==> src/rtl/b16_bus_pkg.sv <==
// Shared bus definitions for the b16 memory subsystem: arbiter state
// encoding, bus width and byte-lane strobe encoding.
package b16_bus_pkg;

  // Bus ownership state of the memory arbiter
  typedef enum logic [1:0] {
    S_CPU   = 2'd0,
    S_DMA   = 2'd1,
    S_YIELD = 2'd2
  } arb_state_t;

  // Data/address width of the b16 bus
  localparam int unsigned L_BUS = 16;

  // Byte-lane strobe encoding: bit 1 = high byte, bit 0 = low byte
  localparam logic [1:0] LANE_NONE = 2'b00;
  localparam logic [1:0] LANE_LO   = 2'b01;
  localparam logic [1:0] LANE_HI   = 2'b10;
  localparam logic [1:0] LANE_BOTH = 2'b11;

endpackage

==> src/rtl/mem_arbiter.sv <==
// Memory port arbiter between the CPU and a DMA requester.
// The CPU owns the bus by default. A DMA request takes the bus on the next
// cycle; after holdmax consecutive DMA cycles one CPU cycle is forced, but
// only while the CPU is enabled to run.
//
// Ports:
//   clk, reset                         clock, async active-low reset
//   run_en                             CPU run enable from the debugger
//   cpu_addr/cpu_rd/cpu_wr/cpu_wdata   CPU access request
//   cpu_rdata, cpu_run                 read data and run enable to the CPU
//   dma_req/dma_addr/dma_we/dma_wdata  DMA access request (level)
//   dma_ack, dma_rdata                 DMA access done this cycle, read data
//   mem_addr/mem_rd/mem_wr/mem_wdata   memory access port
//   mem_rdata                          memory read data (combinational)
module mem_arbiter
  import b16_bus_pkg::*;
#(
  parameter int unsigned l       = L_BUS,
  parameter int unsigned holdmax = 4
) (
  input  logic         clk,
  input  logic         reset,
  input  logic         run_en,
  input  logic [l-1:0] cpu_addr,
  input  logic         cpu_rd,
  input  logic [1:0]   cpu_wr,
  input  logic [l-1:0] cpu_wdata,
  output logic [l-1:0] cpu_rdata,
  output logic         cpu_run,
  input  logic         dma_req,
  input  logic [l-1:0] dma_addr,
  input  logic [1:0]   dma_we,
  input  logic [l-1:0] dma_wdata,
  output logic         dma_ack,
  output logic [l-1:0] dma_rdata,
  output logic [l-1:0] mem_addr,
  output logic         mem_rd,
  output logic [1:0]   mem_wr,
  output logic [l-1:0] mem_wdata,
  input  logic [l-1:0] mem_rdata
);

  localparam int unsigned CW = (holdmax > 1) ? $clog2(holdmax) : 1;
  localparam logic [CW-1:0] CNT_MAX = CW'(holdmax - 1);

  arb_state_t    state;
  logic [CW-1:0] cnt;
  logic          dma_own;

  // Ownership FSM and consecutive-DMA-cycle counter
  always_ff @(posedge clk or negedge reset) begin
    if (!reset) begin
      state <= S_CPU;
      cnt   <= '0;
    end else begin
      case (state)
        S_DMA: begin
          if (!dma_req)
            state <= S_CPU;
          else if (run_en && (cnt == CNT_MAX))
            state <= S_YIELD;
          else
            state <= S_DMA;
        end
        default: state <= dma_req ? S_DMA : S_CPU;
      endcase

      // Saturates so a debugger-halted CPU lets DMA hold the bus indefinitely
      if (state == S_DMA)
        cnt <= (cnt == CNT_MAX) ? cnt : cnt + CW'(1);
      else
        cnt <= '0;
    end
  end

  // The registered state alone picks this cycle's owner
  assign dma_own = (state == S_DMA);

  // Address/data mux; DMA strobes are gated by dma_req so a dropped
  // request yields an idle cycle rather than a stale access
  assign mem_addr  = dma_own ? dma_addr  : cpu_addr;
  assign mem_wdata = dma_own ? dma_wdata : cpu_wdata;
  assign mem_rd    = dma_own ? (dma_req && (dma_we == LANE_NONE)) : cpu_rd;
  assign mem_wr    = dma_own ? (dma_we & {2{dma_req}}) : cpu_wr;

  assign dma_ack   = dma_own & dma_req;
  assign dma_rdata = dma_ack ? mem_rdata : '0;
  assign cpu_rdata = mem_rdata;
  assign cpu_run   = run_en & ~dma_own;

endmodule

==> config.mk <==
export PLATFORM = sky130hd
export DESIGN_NAME = mem_arbiter
export DESIGN_NICKNAME = d
export VERILOG_FILES = /design/src/rtl/b16_bus_pkg.sv /design/src/rtl/mem_arbiter.sv
export SDC_FILE = /design/constraint.sdc
export NUM_CORES = 1
export LEC_CHECK = 0
export CAP_MARGIN = 30
export CORE_UTILIZATION = 23
export DETAILED_ROUTE_END_ITERATION = 16
export GPL_TIMING_DRIVEN = 0
export HOLD_SLACK_MARGIN = 0.06
export PLACE_DENSITY = 0.84
export SLEW_MARGIN = 20
export SYNTH_ARGS = -nofsm -noshare
export SYNTH_HDL_FRONTEND = slang
export SYNTH_SLANG_ARGS = --single-unit
==> constraint.sdc <==
create_clock -name clk -period 2 [get_ports clk]
set_clock_uncertainty 0.2 [all_clocks]
set_input_delay 0.4 -clock clk [delete_from_list [all_inputs] [get_ports clk]]
set_output_delay 0.4 -clock clk [all_outputs]
set_load 0.01 [all_outputs]
==> load_flow_metrics.sql <==
INSERT INTO impl_metrics (metric_group, metric, value, unit) VALUES
('status', 'outcome', 'complete, but fails checks', ''),
('status', 'violations_in_the_final_reports', 'negative setup slack', ''),
('global_route', 'met3_usage', '0.0467', ''),
('floorplan', 'placementRows', '23', ''),
('logic_synthesis', 'synth_top_family_by_area', 'multiplexers', ''),
('worst_setup_path', 'cp_max_stage_cell', 'sky130_fd_sc_hd__dfrtp_1', ''),
('timing', 'period_share', '1.04', ''),
('timing', 'final_hold_violations', '0', ''),
('worst_setup_path', 'critical_path_depth', '4', ''),
('floorplan', 'initial_core_util', '0.244', ''),
('logic_synthesis', 'synth.yosys.warnings', '0', ''),
('clocking', 'clkSlewWorstSetupHoldPaths', '0.04', 'ns'),
('floorplan', 'fp.dieH', '67.8', 'um'),
('finish', 'ff_latch_area', '100', 'um^2'),
('placement', 'detailedPlacementHpwl', '3760', 'um'),
('worst_setup_path', 'kind_of_cell_adding_the_most_delay_to_the_critical_path', 'buffers and inverters', ''),
('placement', 'pre_cts_ws', '-0.960', 'ns'),
('worst_setup_path', 'critPathKind', 'register to output pin', ''),
('worst_setup_path', 'setup.worst_path.start_class', 'register', ''),
('min_path', 'worst_hold_path_type', 'input port to asynchronous set/reset pin', ''),
('clocking', 'cts.htree.levels', '1', ''),
('timing', 'finalWorstPathRequiredPeriod', '2.07', 'ns'),
('clocking', 'hold_buffers', '0', ''),
('placement', 'dpl-instance-area', '2630', 'um^2'),
('detailed_routing', 'post_drt_via_cell_ratio', '4.31', ''),
('timing', 'fin_tns_setup', '-0.244', 'ns'),
('finish', 'final_nets', '359', ''),
('timing', 'grt_setup_unrepaired', 'true', ''),
('detailed_routing', 'ant_nets', '0', ''),
('worst_setup_path', 'r2r_slack', '0.61', 'ns'),
('clocking', 'cts_inserted_buffers', '3', ''),
('pwr', 'switchingPower', '278', 'uW'),
('worst_setup_path', 'critical_path.n_buffers_inverters', '2', ''),
('finish', 'multi_input_comb_area', '741', 'um^2'),
('timing', 'relSlewSlack', '0.880', ''),
('logic_synthesis', 'syn_avg_cell_area', '10.3', 'um^2'),
('pwr', 'power.density_cell_area', '346', 'nW/um^2'),
('logic_synthesis', 'parity_gate_share_of_the_synthesized_area_counting_xor_and_xnor_cells', '0.00878', ''),
('pwr', 'static-leakage-power', '0.00138', 'uW'),
('global_route', 'grt_pass1_wl', '6130', 'um'),
('detailed_routing', 'drt-total-wl', '4700', 'um'),
('finish', 'final-instance-count-excl-fill', '317', ''),
('pwr', 'intPower', '688', 'uW'),
('detailed_routing', 'initialDrtViolationCount', '22', ''),
('finish', 'n_fill_cell', '331', ''),
('finish', 'fraction_of_final_layout_cells_sized_beyond_drive_strength_1', '0.502', ''),
('worst_setup_path', 'cp_cell_sequence', 'nand2b_4, bufbuf_16, mux2_4, buf_6', ''),
('job', 'maxCapViolCount', '0', ''),
('floorplan', 'die_w', '67.8', 'um'),
('clocking', 'tritoncts_clock_tree', 'yes', ''),
('floorplan', 'coreArea', '4090', 'um^2'),
('logic_synthesis', 'yosys.cell_types.count', '21', ''),
('logic_synthesis', 'synthMuxAreaShare', '0.497', ''),
('placement', 'buffer_ports.inserted', '157', ''),
('clocking', 'cts_root_buffer', 'sky130_fd_sc_hd__clkbuf_8', ''),
('global_route', 'global_route.peak_usage_layer', 'met2', ''),
('clocking', 'clockBufferDepth', '2', ''),
('clocking', 'worstSkewPairLatency', '0.23', 'ns'),
('logic_synthesis', 'syn_nets', '187', ''),
('logic_synthesis', 'post_synth_and_or_nand_nor_area_fraction', '0.163', ''),
('global_route', 'grt_antenna_before_repair', '0', ''),
('placement', 'gp_congestion', '0.724', ''),
('timing', 'layout_setup_ws', '-0.0711', 'ns'),
('global_route', 'grt_util_all_layers', '0.180', ''),
('logic_synthesis', 'syn-cell-area', '997', 'um^2'),
('finish', 'final_common_cell', 'sky130_fd_sc_hd__clkdlybuf4s50_1', ''),
('finish', 'final_cell_mix', '87 x sky130_fd_sc_hd__clkdlybuf4s50_1, 44 x sky130_fd_sc_hd__buf_6, 26 x sky130_fd_sc_hd__mux2_4', ''),
('pwr', 'p_comb_frac', '0.708', ''),
('timing', 'setup-violations-final', '6', ''),
('clocking', 'clkSinkCount', '4', ''),
('global_route', 'gr-usage-met2', '0.361', '');
==> state kept, by name, indices dropped and copies added, names as in the netlist <==
| signal | cells |
|---|---|
| state | 2 |
| cnt | 2 |
==> logic make-up (layout without fill, tap and decap cells) <==
family                   after synthesis  in the layout
AO/OA/AOI/OAI                          1              1
adder cells (fa/ha/maj)                1              1
AND/OR/NAND/NOR                       27             27
buffers and inverters                 27            197
flip-flops                             4              4
XOR/XNOR                               1              1
multiplexers                          36             36
==> final timing paths <==
check / startpoint / endpoint
hold / removal: reset / cnt[1]
min in group clk: cnt[1] / cnt[1]
setup / recovery: state[1] / mem_wdata[11]
max in group asynchronous: reset / cnt[0]
hold reg to reg: cnt[1] / cnt[1]
setup reg to reg: state[1] / state[1]
==> routing by layer <==
layer / wire length, um / vias to the layer above / share of wire
met5: 0 / - / 0
met4: 112 / 0 / 0.024
met3: 463 / 11 / 0.099
met2: 2590 / 74 / 0.55
met1: 1540 / 614 / 0.33
li1: - / 666 / -
==> power groups by stage <==
| stage | registers (uW) | logic, uW | clock network (uW) |
|---|---|---|---|
| after global placement | 103 | 640 | 0 |
| after CTS | 103 | 639 | 184 |
| after global routing | 105 | 726 | 186 |
| after detailed placement | 104 | 654 | 0 |
| final | 103 | 684 | 180 |
| after floorplan | 102 | 273 | 0 |
==> worst reg2reg max path, stage by stage, from the launching register on <==
cell and delay, ns:
sky130_fd_sc_hd__dfrtp_1 0.36, sky130_fd_sc_hd__nand2b_4 0.19, sky130_fd_sc_hd__bufbuf_16 0.28, sky130_fd_sc_hd__buf_4 0.13
sky130_fd_sc_hd__nor3_1 0.15
==> synthesized netlist by cell type <==
library cell,number,area (um^2)
sky130_fd_sc_hd__buf_2,2,10.0
sky130_fd_sc_hd__buf_6,2,22.5
sky130_fd_sc_hd__nand2_1,3,11.3
sky130_fd_sc_hd__buf_4,16,120
sky130_fd_sc_hd__dfrtp_1,4,100
sky130_fd_sc_hd__clkbuf_1,2,7.51
sky130_fd_sc_hd__ha_1,1,12.5
sky130_fd_sc_hd__nor3b_1,1,7.51
sky130_fd_sc_hd__mux2_2,8,90.1
sky130_fd_sc_hd__nand2b_4,1,13.8
sky130_fd_sc_hd__mux2i_1,3,30.0
sky130_fd_sc_hd__nor2_1,3,11.3
sky130_fd_sc_hd__inv_1,3,11.3
sky130_fd_sc_hd__and2b_1,1,7.51
sky130_fd_sc_hd__mux2_4,25,375
sky130_fd_sc_hd__and2_1,1,6.26
sky130_fd_sc_hd__a31oi_1,1,6.26
sky130_fd_sc_hd__and3_1,16,100
sky130_fd_sc_hd__nor3_1,1,5.00
sky130_fd_sc_hd__xor2_1,1,8.76
sky130_fd_sc_hd__buf_12,2,40.0
==> per-stage QoR <==
stage	hold slack, ns	utilization	power, uW
finish	0.173	0.684	967
global route	0.186	0.684	1020
CTS	0.175	0.650	925
detailed placement	0.323	0.644	758
global placement	0.312	0.644	743
floorplan	-0.0956	-	375
==> layout make-up <==
| class | count | share of cell area |
|---|---|---|
| Timing Repair Buffer | 170 | 0.592 |
| Clock buffer | 3 | 0.0148 |
| Buffer | 21 | 0.0662 |
| Multi-Input combinational cell | 66 | 0.265 |
| Sequential cell | 4 | 0.0358 |
| Tap cell | 50 | 0.0224 |
| Inverter | 3 | 0.00403 |
==> what timing repair did <==
item,4_1_cts,5_1_grt
gates resized for setup,220,64
setup buffers,7,3
pin swaps,0,9
gates cloned,2,1
endpoints found under the setup margin,69,52
hold endpoints to repair,0,0
Power figures use the tool's default switching activity.
